`config.mk`:
```
export PLATFORM = sky130hd
export DESIGN_NAME = div_8bit_seq_flat
export DESIGN_NICKNAME = d
export VERILOG_FILES = /design/src/rtl/div_8bit_seq_if.sv /design/src/rtl/div_8bit_seq.sv /design/src/flat_wrapper.sv
export SDC_FILE = /design/constraint.sdc
export NUM_CORES = 1
export LEC_CHECK = 0
export ABC_AREA = 1
export CORE_ASPECT_RATIO = 1.75
export CORE_MARGIN = 3
export CORE_UTILIZATION = 45
export CTS_CLUSTER_SIZE = 24
export DETAILED_ROUTE_END_ITERATION = 8
export PLACE_DENSITY = 0.68
export SLEW_MARGIN = 25
export SYNTH_ARGS = -nofsm -noshare
export SYNTH_HDL_FRONTEND = slang
export SYNTH_SLANG_ARGS = --single-unit
```
`constraint.sdc`:
```
create_clock -name clk -period 3 [get_ports clk]
set_input_delay 0.75 -clock clk [delete_from_list [all_inputs] [get_ports clk]]
set_output_delay 0.75 -clock clk [all_outputs]
set_load 0.02 [all_outputs]
```
`src/rtl/div_8bit_seq_if.sv`:
```
`default_nettype none
// ============================================================================
// Module      : div_8bit_seq_if
// Description : Start/busy/done handshake and operand/result bus for the
//               8-bit sequential divider.
//               master : drives start, dividend, divisor; observes results
//               slave  : the divider; observes request, drives results
//               Signals: start, dividend[7:0], divisor[7:0], quotient[7:0],
//                        remainder[7:0], busy, done, dz
// Revision    : 1.0 - initial release
// ============================================================================
interface div_8bit_seq_if;
    logic       start;
    logic [7:0] dividend;
    logic [7:0] divisor;
    logic [7:0] quotient;
    logic [7:0] remainder;
    logic       busy;
    logic       done;
    logic       dz;

    modport master (
        output start, dividend, divisor,
        input  quotient, remainder, busy, done, dz
    );

    modport slave (
        input  start, dividend, divisor,
        output quotient, remainder, busy, done, dz
    );
endinterface
`default_nettype wire

```
`src/rtl/div_8bit_seq.sv`:
```
`default_nettype none
// ============================================================================
// Module      : clas_8bit
// Description : 8-bit carry-look-ahead adder/subtractor.
//               sel=0 : sum = a + b
//               sel=1 : sum = a - b  (c_out=1 means no borrow, i.e. a >= b)
//               Ports : a[7:0], b[7:0], sel in; sum[7:0], c_out out
// Revision    : 1.0 - initial release
// ============================================================================
module clas_8bit (
    input  wire logic [7:0] a,
    input  wire logic [7:0] b,
    input  wire logic       sel,
    output logic      [7:0] sum,
    output logic            c_out
);
    logic [7:0] w_b;
    logic [7:0] w_g;
    logic [7:0] w_p;
    logic [8:0] w_c;

    // Subtraction is a + ~b + 1; sel doubles as the carry-in.
    assign w_b = b ^ {8{sel}};
    assign w_g = a & w_b;
    assign w_p = a ^ w_b;

    // Each carry is expanded into its full sum-of-products form, so no carry
    // depends on a lower carry signal.
    always_comb begin
        logic w_term;
        logic w_acc;
        w_term = 1'b0;
        w_acc  = 1'b0;
        w_c    = '0;
        w_c[0] = sel;
        for (int i = 0; i < 8; i++) begin
            w_term = w_p[i];
            w_acc  = w_g[i];
            for (int j = i - 1; j >= 0; j--) begin
                w_acc  = w_acc | (w_term & w_g[j]);
                w_term = w_term & w_p[j];
            end
            w_c[i+1] = w_acc | (w_term & sel);
        end
    end

    assign sum   = w_p ^ w_c[7:0];
    assign c_out = w_c[8];
endmodule

// ============================================================================
// Module      : div_8bit_seq
// Description : Sequential 8-bit unsigned restoring divider, one quotient bit
//               per clock, start/busy/done handshake.
//               Ports : clk, rst (sync, active-high)
//                       bus (div_8bit_seq_if.slave): start, dividend, divisor
//                       in; quotient, remainder, busy, done, dz out
//               DZ_QUOT : quotient reported on divide-by-zero
// Revision    : 1.0 - initial release
// ============================================================================
module div_8bit_seq #(
    parameter logic [7:0] DZ_QUOT = 8'hFF
) (
    input  wire logic       clk,
    input  wire logic       rst,
    div_8bit_seq_if.slave   bus
);
    typedef enum logic [1:0] {
        S_IDLE = 2'd0,
        S_CALC = 2'd1,
        S_FIN  = 2'd2
    } state_t;

    state_t     r_state;
    state_t     w_state_next;

    logic [7:0] r_d;
    logic [7:0] r_q;
    logic [7:0] r_r;
    logic [2:0] r_cnt;
    logic [7:0] r_quotient;
    logic [7:0] r_remainder;
    logic       r_dz;

    logic       w_busy;
    logic       w_done;
    logic [8:0] w_r9;
    logic [7:0] w_diff;
    logic       w_c_out;
    logic       w_ge;
    logic [7:0] w_r_next;
    logic [7:0] w_q_next;
    logic       w_last;

    // ------------------------------------------------------------------
    // Iteration datapath: shift the next dividend bit into the partial
    // remainder and trial-subtract the divisor.
    // ------------------------------------------------------------------
    assign w_r9 = {r_r, r_q[7]};

    clas_8bit u_clas (
        .a     (w_r9[7:0]),
        .b     (r_d),
        .sel   (1'b1),
        .sum   (w_diff),
        .c_out (w_c_out)
    );

    // A set bit 8 means the shifted remainder is >= 256 > D, so the
    // subtraction fits even though the 8-bit subtractor reports a borrow;
    // its low 8 bits are still the correct difference.
    assign w_ge     = w_r9[8] | w_c_out;
    assign w_r_next = w_ge ? w_diff : w_r9[7:0];
    assign w_q_next = {r_q[6:0], w_ge};
    assign w_last   = (r_cnt == 3'd7);

    // ------------------------------------------------------------------
    // FSM
    // ------------------------------------------------------------------
    always_ff @(posedge clk) begin
        if (rst) begin
            r_state <= S_IDLE;
        end else begin
            r_state <= w_state_next;
        end
    end

    always_comb begin
        w_state_next = r_state;
        w_busy       = 1'b0;
        w_done       = 1'b0;
        case (r_state)
            S_IDLE: begin
                if (bus.start) begin
                    w_state_next = (bus.divisor == 8'd0) ? S_FIN : S_CALC;
                end
            end
            S_CALC: begin
                w_busy = 1'b1;
                if (w_last) begin
                    w_state_next = S_FIN;
                end
            end
            S_FIN: begin
                w_busy       = 1'b1;
                w_done       = 1'b1;
                w_state_next = S_IDLE;
            end
            default: begin
                w_state_next = S_IDLE;
            end
        endcase
    end

    // ------------------------------------------------------------------
    // Operand, working and result registers
    // ------------------------------------------------------------------
    always_ff @(posedge clk) begin
        if (rst) begin
            r_d         <= '0;
            r_q         <= '0;
            r_r         <= '0;
            r_cnt       <= '0;
            r_quotient  <= '0;
            r_remainder <= '0;
            r_dz        <= 1'b0;
        end else begin
            case (r_state)
                S_IDLE: begin
                    if (bus.start) begin
                        if (bus.divisor != 8'd0) begin
                            r_d   <= bus.divisor;
                            r_q   <= bus.dividend;
                            r_r   <= '0;
                            r_cnt <= '0;
                        end else begin
                            // Divide-by-zero skips the iterations and
                            // publishes its result straight away.
                            r_quotient  <= DZ_QUOT;
                            r_remainder <= bus.dividend;
                            r_dz        <= 1'b1;
                        end
                    end
                end
                S_CALC: begin
                    r_r   <= w_r_next;
                    r_q   <= w_q_next;
                    r_cnt <= r_cnt + 3'd1;
                    if (w_last) begin
                        // dz is cleared together with the new results so the
                        // previous result set stays intact until this edge.
                        r_quotient  <= w_q_next;
                        r_remainder <= w_r_next;
                        r_dz        <= 1'b0;
                    end
                end
                default: begin
                end
            endcase
        end
    end

    assign bus.quotient  = r_quotient;
    assign bus.remainder = r_remainder;
    assign bus.busy      = w_busy;
    assign bus.done      = w_done;
    assign bus.dz        = r_dz;
endmodule
`default_nettype wire

```
`src/flat_wrapper.sv`:
```
// flat-port wrapper written by rule: the top's interface ports become plain ports
module div_8bit_seq_flat 
#(
    parameter logic [7:0] DZ_QUOT = 8'hFF
)
  (clk, rst, bus_start, bus_dividend, bus_divisor, bus_quotient, bus_remainder, bus_busy, bus_done, bus_dz);
  div_8bit_seq_if bus_i ();
  input  wire logic clk;
  input  wire logic rst;
  input wire logic [$bits(bus_i.start)-1:0] bus_start;
  input wire logic [$bits(bus_i.dividend)-1:0] bus_dividend;
  input wire logic [$bits(bus_i.divisor)-1:0] bus_divisor;
  output wire logic [$bits(bus_i.quotient)-1:0] bus_quotient;
  output wire logic [$bits(bus_i.remainder)-1:0] bus_remainder;
  output wire logic [$bits(bus_i.busy)-1:0] bus_busy;
  output wire logic [$bits(bus_i.done)-1:0] bus_done;
  output wire logic [$bits(bus_i.dz)-1:0] bus_dz;
  assign bus_i.start = bus_start;
  assign bus_i.dividend = bus_dividend;
  assign bus_i.divisor = bus_divisor;
  assign bus_quotient = bus_i.quotient;
  assign bus_remainder = bus_i.remainder;
  assign bus_busy = bus_i.busy;
  assign bus_done = bus_i.done;
  assign bus_dz = bus_i.dz;
  div_8bit_seq #(.DZ_QUOT(DZ_QUOT)) u_core (.clk(clk), .rst(rst), .bus(bus_i));
endmodule
```
==> results.py, run 1 <==
metrics = {
    "clocking": {
        "cts-buffers-inserted": 5,
        "clk_pin_slew_ns": 0.10,
        "htree_levels": 2,
        "root_buffer": "clkbuf_8",
        "cts_resized": 0,
        "cts_hold_buf": 0,
        "clock_latency_ns": 0.31,
        "clock_path_buffers": 2,
        "cts_setup_buffers": 0,
        "cts_sinks": 46,
        "cts_tree": "built",
    },
    "drt": {
        "drt_iter0_markers": 134,
        "drc_errors": 0,
        "vias": 2369,
        "dr.pass1.iters": 4,
        "ant_nets": 0,
        "vias_per_cell": 4.977,
        "routedWlPerCell_um": 12.93,
        "drt-total-wl_um": 6156,
    },
    "synth": {
        "ys_types": 29,
        "synth_edf_count": 0,
        "syn_inst": 368,
        "syn_area_per_cell_sq_um": 6.956,
        "yosysWarnings": 0,
        "synth_flop_cell": "dfxtp_1",
        "ys_async_sr_fraction_pct": 0,
        "ys_top_cells_by_area": "dfxtp_1 (36%), nand2_1 (9.2%), inv_1 (6.9%)",
        "syn_area_sq_um": 2560,
        "ys_seq_area_share_pct": 35.97,
        "synth_top_area_share_pct": 35.97,
        "synth.net_count": 401,
        "synth-seq-cells": 46,
        "synth_top_area_cell": "dfxtp_1",
    },
    "critical_path": {
        "criticalPathCategory": "reg2out",
        "crit_path_start": "u_core.r_state[0]",
        "critPathCaptureType": "output port",
        "arrival_ns": 1.61,
        "reg2regPathDepth": 14,
        "crit_buf_inv": 2,
        "cpPeakStageDelay_ns": 0.59,
        "cp_max_fo": 3,
        "reg2reg_from": "u_core.r_q[7]",
        "r2r_slack_ns": 1.10,
        "r2r-end": "u_core.bus.remainder[4]",
        "critPathSlowestCell": "clkdlybuf4s50_1",
        "path_cells": "inv_1, ha_1, clkdlybuf4s50_1",
        "required_ns": 2.25,
        "path_delay_family": "buffers and inverters",
        "startpoint_type": "register",
    },
    "power": {
        "p_int_mw": 1.813,
        "p_per_area_nw_per_um2": 1134,
        "power_mw": 3.513,
        "p_sw_mw": 1.699,
        "ir_drop_mv": 0.5098,
        "p_clk_share_pct": 13.5,
        "p_leak_nw": 1.434,
        "power_frac_seq_pct": 26.7,
        "combinationalPowerShare_pct": 59.7,
        "swShare_pct": 48.38,
    },
    "die": {
        "rows": 35,
        "dieArea_sq_um": 6665,
        "die_y_um": 105.8,
        "start_util_pct": 47.53,
        "die_x_um": 63.02,
        "ios": 38,
        "coreArea_sq_um": 5386,
    },
    "run": {
        "drv_cap": 0,
    },
    "sta": {
        "timing.hold.ws_ns": 0.4669,
        "period_needed_ns": 2.357,
        "fin_crit_sh_pct": 78.55,
        "fmax_mhz": 424.4,
        "tightest_slew_ns": 0.8001,
        "rsz0062_at_grt": "no",
        "fin_tns_setup_ns": 0,
        "max_slew_margin_pct": 46.60,
        "fin_skew_ns": 0.01084,
        "fin_ws_ns": 0.6435,
        "slew_viol_final": 0,
        "hold_violations": 0,
        "finalSetupViolations": 0,
    },
    "grt": {
        "grt_max_degree": 39,
        "antenna_found_initial": 0,
        "grt_pass1_wl_um": 10230,
        "grt_usage_pct": 19.41,
        "gr-total-overflow": 0,
        "grt_pass1_vias": 2220,
    },
    "placed_design": {
        "port_buffers": 37,
        "dp.cells": 468,
        "dp_slack_ns": 0.4315,
        "dpl.hpwl_um": 4626,
        "gp_congestion": 0.8834,
        "placed_area_sq_um": 2984,
    },
    "hold_path": {
        "hold_path.class": "reg2reg",
        "hold_end": "u_core.bus.quotient[5]",
        "whs_path_depth": 2,
        "holdCritStartpoint": "u_core.bus.quotient[5]",
    },
    "run_status": {
        "status": "finished clean",
    },
    "final_layout": {
        "nFillCells": 555,
        "final_nets": 434,
        "area_delta_synth_final_pct": 20.97,
        "drive_gt1_share_pct": 10.70,
        "stdcell_area_sq_um": 3097,
        "finalNonFillerCells": 476,
        "utilization_pct": 57.49,
        "diodes": 0,
    },
}
[metal layers]
metal | part of all wire [%] | vias up | global-route usage (%)
li1 | - | 1256 | -
met1 | 42 | 1056 | 21.60
met2 | 52 | 50 | 35.68
met3 | 3.7 | 7 | 3.518
met4 | 1.7 | 0 | 7.425
met5 | 0 | - | 0
[worst min-delay path, cell delays in order, from the launching register on]
cell and delay, ns:
dfxtp_1 0.32, nand2_1 0.06, a21oi_1 0.05
[Yosys cell counts, drive strengths merged (2+ instances only)]
cell    instances
a21oi          30
a31oi          10
buf             7
clkbuf          9
dfxtp          46
ha             14
inv            56
nand2          78
nand3          34
nand4           2
nor2           34
o21ai          41
xor2            3
[area by class of cell]
| class | instances | area (sq um) | area share, % |
|---|---|---|---|
| repair buffers | 42 | 407.9 | 13.17 |
| flip-flops and latches | 46 | 920.9 | 29.74 |
| clock buffers | 5 | 68.82 | 2.222 |
| inverters | 56 | 210.2 | 6.788 |
| well taps | 74 | 92.59 | 2.990 |
| clock inverters | 3 | 43.79 | 1.414 |
| multi-input cells | 250 | 1353 | 43.68 |
[cell usage in the layout (no fill, tap or decap), types with 9 or more instances in the layout]
cell             instances
nand2_2                 13
nand3_1                 33
clkdlybuf4s50_1         37
nor2_1                  31
inv_2                    9
ha_1                    14
o21ai_1                 28
a31oi_1                 10
inv_1                   47
a21oi_1                 29
o21ai_0                 12
dfxtp_1                 46
nand2_1                 63
[cells by family after synthesis]
kind of cell / share of synthesized area [%]
AND/OR/NAND/NOR: 27.18
AO/OA/AOI/OAI: 17.45
buffers and inverters: 11.19
flip-flops: 35.97
adder cells (fa/ha/maj): 6.843
XOR/XNOR: 1.369
[power by group through the flow]
stage          logic, mW  registers (mW)  clock network [mW]
2_1_floorplan       1.62           0.971                   0
3_5_place_dp        2.10           0.954                   0
6_report            2.10           0.939               0.476
4_1_cts             2.11           0.940               0.488
5_1_grt             2.35           0.968               0.515
3_3_place_gp        2.06           0.950                   0
[flip-flops by register name, indices dropped and copies added (netlist names)]
| signal | cells |
|---|---|
| u_core.bus.dz | 1 |
| u_core.r_q | 8 |
| u_core.r_r | 8 |
| u_core.bus.remainder | 8 |
| u_core.r_cnt | 3 |
| u_core.r_state | 2 |
| u_core.bus.quotient | 8 |
| u_core.r_d | 8 |
[how the worst max path moves through the flow]
stage / end / slack [ns] / cells after the start
floorplan: u_core.bus.remainder[6] / 1.16 / 11
global placement: u_core.bus.remainder[7] / 0.46 / 11
detailed placement: u_core.r_r[6] / 0.43 / 12
CTS: bus_busy / 0.61 / 3
global route: bus_busy / 0.53 / 3
finish: bus_busy / 0.64 / 3
Note: power is estimated with default switching activity, not from simulation.
==> run 2, diff against run 1 <==
==> constraint.sdc (replaced) <==
create_clock -name clk -period 2.3 [get_ports clk]
set_input_delay 0.575 -clock clk [delete_from_list [all_inputs] [get_ports clk]]
set_output_delay 0.575 -clock clk [all_outputs]
set_load 0.02 [all_outputs]
==> run 2 against run 1 <==
Die area stayed put. Wire length up 0.41%. Worst hold slack got worse by 0.0029 ns. Cell area increased by 0.40%. First-iteration DRC count up 0.75%. Power increased by 28%. Critical endpoint unchanged. Flip-flop and latch count did not move.
==> results.py, run 2 (synthesis gave the netlist of run 1 again) <==
metrics = {
    "die": {
        "rows": 35,
        "coreArea_sq_um": 5386,
        "ios": 38,
        "dieArea_sq_um": 6665,
        "die_x_um": 63.02,
        "start_util_pct": 47.53,
        "die_y_um": 105.8,
    },
    "drt": {
        "ant_nets": 0,
        "vias": 2433,
        "vias_per_cell": 5.079,
        "drt_iter0_markers": 135,
        "dr.pass1.iters": 4,
        "drc_errors": 0,
        "drt-total-wl_um": 6181,
        "routedWlPerCell_um": 12.90,
    },
    "power": {
        "p_int_mw": 2.299,
        "power_mw": 4.499,
        "combinationalPowerShare_pct": 61.6,
        "p_sw_mw": 2.200,
        "p_leak_nw": 1.437,
        "swShare_pct": 48.90,
        "ir_drop_mv": 0.7951,
        "p_clk_share_pct": 11.1,
        "p_per_area_nw_per_um2": 1447,
        "power_frac_seq_pct": 27.3,
    },
    "hold_path": {
        "hold_end": "u_core.r_d[1]",
        "holdCritStartpoint": "u_core.r_d[1]",
        "whs_path_depth": 2,
        "hold_path.class": "reg2reg",
    },
    "final_layout": {
        "utilization_pct": 57.72,
        "area_delta_synth_final_pct": 21.46,
        "final_cell_mix": "nand2_1 (63), inv_1 (47), dfxtp_1 (46)",
        "final_common_cell": "nand2_1",
        "drive_gt1_share_pct": 11.36,
        "ff_latch_area_sq_um": 920.9,
        "multi_input_area_sq_um": 1353,
        "final_nets": 437,
        "nFillCells": 554,
        "stdcell_area_sq_um": 3109,
        "diodes": 0,
    },
    "clocking": {
        "clock_path_buffers": 2,
        "htree_levels": 2,
        "cts_hold_buf": 0,
        "cts_setup_buffers": 0,
        "clk_pin_slew_ns": 0.09,
        "cts-buffers-inserted": 5,
        "cts_resized": 0,
        "cts_sinks": 46,
        "clock_latency_ns": 0.30,
        "root_buffer": "clkbuf_8",
        "cts_tree": "built",
    },
    "grt": {
        "antenna_found_initial": 0,
        "grt_pass1_wl_um": 10550,
        "gr-total-overflow": 0,
        "grt_usage_pct": 19.60,
        "grt_max_degree": 39,
        "grt_pass1_vias": 2335,
    },
    "placed_design": {
        "port_buffers": 37,
        "gp_congestion": 0.8819,
        "placed_area_sq_um": 3019,
        "dpl.hpwl_um": 4801,
        "dp_slack_ns": 0.01644,
    },
    "critical_path": {
        "reg2reg_from": "u_core.r_q[7]",
        "required_ns": 1.73,
        "cp_max_fo": 3,
        "reg2regPathDepth": 14,
        "arrival_ns": 1.61,
        "criticalPathCategory": "reg2out",
        "r2r-end": "u_core.bus.remainder[0]",
        "critPathCaptureType": "output port",
        "r2r_slack_ns": 0.35,
        "startpoint_type": "register",
    },
    "sta": {
        "hold_violations": 0,
        "finalSetupViolations": 0,
        "max_slew_margin_pct": 79.35,
        "tightest_slew_ns": 0.3098,
        "fin_skew_ns": 0.008449,
        "fin_tns_setup_ns": 0,
        "fin_crit_sh_pct": 95.08,
        "fmax_mhz": 457.3,
        "fin_ws_ns": 0.1131,
        "slew_viol_final": 0,
        "rsz0062_at_grt": "no",
        "period_needed_ns": 2.187,
    },
    "run": {
        "drv_cap": 0,
    },
    "run_status": {
        "status": "finished clean",
    },
}
==> run 2: cell count changes in the layout (fill, tap and decap cells not counted), sizes merged <==
| cell | before | now |
|---|---|---|
| buf | 5 | 8 |
| bufinv | 1 | 0 |
| clkinv | 1 | 2 |
| clkinvlp | 0 | 1 |
| inv | 57 | 56 |
==> run 2: routing by layer <==
| layer | track usage [%] | wire (um) | vias up |
|---|---|---|---|
| li1 | - | - | 1268 |
| met1 | 21.23 | 2478 | 1096 |
| met2 | 35.83 | 3202 | 51 |
| met3 | 2.985 | 199 | 18 |
| met4 | 10.11 | 301 | 0 |
| met5 | 0 | 0 | - |
==> run 2: how the worst max path moves through the flow <==
stage,startpoint,end,slack (ns),depth (start not counted)
2_1_floorplan,bus_divisor[6],u_core.bus.remainder[6],0.64,11
3_3_place_gp,bus_divisor[4],u_core.bus.remainder[7],0.05,11
3_5_place_dp,bus_divisor[4],u_core.bus.remainder[5],0.02,11
4_1_cts,u_core.r_state[1],bus_busy,0.10,3
5_1_grt,u_core.r_state[1],bus_busy,0.06,3
6_report,u_core.r_state[1],bus_busy,0.11,3
==> run 2: through the flow <==
step	cells	hold WS, ns
5_1_grt	479	0.4934
3_3_place_gp	471	0.4459
6_report	479	0.4640
2_1_floorplan	368	0.4332
3_5_place_dp	471	0.4528
4_1_cts	479	0.4655
==> run 2: layout make-up <==
type                    count  area share, %
repair buffers             45          14.25
multi-input cells         250          43.50
flip-flops and latches     46          29.62
clock inverters             3         0.6841
clock buffers               5          2.213
inverters                  56          6.761
well taps                  74          2.978
==> run 2: power groups by stage <==
stage	sequential (mW)	combinational (mW)	clock, mW
floorplan	1.27	2.11	0
global placement	1.24	2.75	0
detailed placement	1.24	2.78	0
CTS	1.22	2.79	0.511
global route	1.26	3.14	0.541
finish	1.23	2.77	0.500
==> run 2: worst max-delay path, cell delays in order (launching register included) <==
cell and delay, ns:
dfxtp_1 0.38, inv_1 0.07, ha_1 0.27, clkdlybuf4s50_1 0.59
==> run 3, diff against run 2 <==
==> constraint.sdc (replaced) <==
create_clock -name clk -period 2.3 [get_ports clk]
set_input_delay 0.46 -clock clk [delete_from_list [all_inputs] [get_ports clk]]
set_output_delay 0.46 -clock clk [all_outputs]
set_load 0.02 [all_outputs]
==> run 3 against run 2 <==
Combinational power hardly changed. Maximum frequency is 5.6% higher. First-iteration DRC count is 19% higher. Critical path type unchanged. Highest routed layer unchanged.
==> results.py, run 3 (synthesis gave the netlist of run 1 again) <==
metrics = {
    "final_layout": {
        "diodes": 0,
        "final_common_cell": "nand2_1",
        "finalNonFillerCells": 478,
        "final_nets": 436,
        "final_cell_mix": "nand2_1 (63), inv_1 (47), dfxtp_1 (46)",
        "area_delta_synth_final_pct": 21.26,
        "drive_gt1_share_pct": 11.14,
    },
    "die": {
        "rows": 35,
        "die_x_um": 63.02,
        "die_y_um": 105.8,
        "dieArea_sq_um": 6665,
        "ios": 38,
        "start_util_pct": 47.53,
        "coreArea_sq_um": 5386,
    },
    "clocking": {
        "cts_tree": "built",
        "clk_pin_slew_ns": 0.09,
        "htree_levels": 2,
        "cts_resized": 0,
        "cts-buffers-inserted": 5,
        "cts_hold_buf": 0,
        "clock_latency_ns": 0.30,
        "cts_sinks": 46,
        "root_buffer": "clkbuf_8",
        "cts_setup_buffers": 0,
        "clock_path_buffers": 2,
    },
    "sta": {
        "fin_tns_setup_ns": 0,
        "tightest_slew_ns": 0.3044,
        "rsz0062_at_grt": "no",
        "max_slew_margin_pct": 79.71,
        "finalSetupViolations": 0,
        "fin_crit_sh_pct": 90.00,
        "period_needed_ns": 2.070,
        "slew_viol_final": 0,
        "hold_violations": 0,
        "fin_skew_ns": 0.01014,
        "timing.hold.ws_ns": 0.4673,
        "fmax_mhz": 483.1,
    },
    "drt": {
        "drt_iter0_markers": 160,
        "drt-total-wl_um": 6157,
        "routedWlPerCell_um": 12.88,
        "vias": 2417,
        "drc_errors": 0,
        "ant_nets": 0,
        "dr.pass1.iters": 4,
        "vias_per_cell": 5.056,
    },
    "grt": {
        "grt_max_degree": 39,
        "grt_usage_pct": 19.47,
        "grt_pass1_vias": 2289,
        "grt_pass1_wl_um": 10440,
        "antenna_found_initial": 0,
        "gr-total-overflow": 0,
    },
    "critical_path": {
        "criticalPathCategory": "reg2out",
        "critPathCaptureType": "output port",
        "cp_max_fo": 3,
        "required_ns": 1.84,
        "startpoint_type": "register",
        "arrival_ns": 1.61,
    },
    "hold_path": {
        "hold_path.class": "reg2reg",
    },
    "run_status": {
        "status": "finished clean",
    },
    "placed_design": {
        "dp.cells": 470,
        "dpl.hpwl_um": 4746,
        "port_buffers": 37,
        "gp_congestion": 0.8849,
    },
    "run": {
        "drv_cap": 0,
    },
    "power": {
        "p_leak_nw": 1.429,
        "ir_drop_mv": 0.7988,
        "p_per_area_nw_per_um2": 1457,
    },
}
==> run 3: changes by cell type in the layout (fill, tap and decap cells not counted), sizes merged <==
cell / change
clkinv: -2
clkinvlp: +1
inv: +1
buf: -1
==> run 3: worst max-delay path, cell delays in order, from the launching register on <==
cell and delay [ns]:
dfxtp_1 0.37, inv_1 0.07, ha_1 0.27, clkdlybuf4s50_1 0.59
==> run 3: final timing paths <==
| path | cells after the start | from | end | slack, ns |
|---|---|---|---|---|
| setup / recovery | 3 | u_core.r_state[0] | bus_busy | 0.23 |
| hold / removal | 2 | u_core.r_d[4] | u_core.r_d[4] | 0.47 |
| setup reg to reg | 14 | u_core.r_q[7] | u_core.bus.remainder[0] | 0.33 |
| hold reg to reg | 2 | u_core.r_d[4] | u_core.r_d[4] | 0.47 |
==> run 3: power by group <==
group / switching [mW] / leakage [nW] / internal, mW
Sequential: 0.169 / 0.377 / 1.05
Clock: 0.301 / 0.0408 / 0.218
Combinational: 1.75 / 1.01 / 1.03
Total: 2.22 / 1.43 / 2.30
==> run 3: area by class of cell <==
class | instances | area (sq um)
Clock buffer | 5 | 68.82
Clock inverter | 3 | 23.77
Fill cell | 543 | 2282
Inverter | 56 | 210.2
Multi-Input combinational cell | 250 | 1353
Sequential cell | 46 | 920.9
Tap cell | 74 | 92.59
Timing Repair Buffer | 44 | 435.4
==> run 3: through the flow <==
step,util (%),total power [mW],setup slack (ns),cell area (sq um)
after global placement,55.91,3.988,0.09431,3012
final,57.63,4.523,0.2300,3104
after CTS,57.63,4.544,0.2221,3104
after detailed placement,55.91,4.029,0.07873,3012
after floorplan,-,3.377,0.6638,2560
after global routing,57.63,4.976,0.1449,3104
==> run 3: metal layers <==
| metal | up-vias | wire length [um] | track usage (%) |
|---|---|---|---|
| met4 | 0 | 170 | 8.057 |
| met5 | - | 0 | 0 |
| met2 | 56 | 3265 | 36.05 |
| met3 | 16 | 191 | 2.559 |
| met1 | 1083 | 2530 | 21.76 |
| li1 | 1262 | - | - |
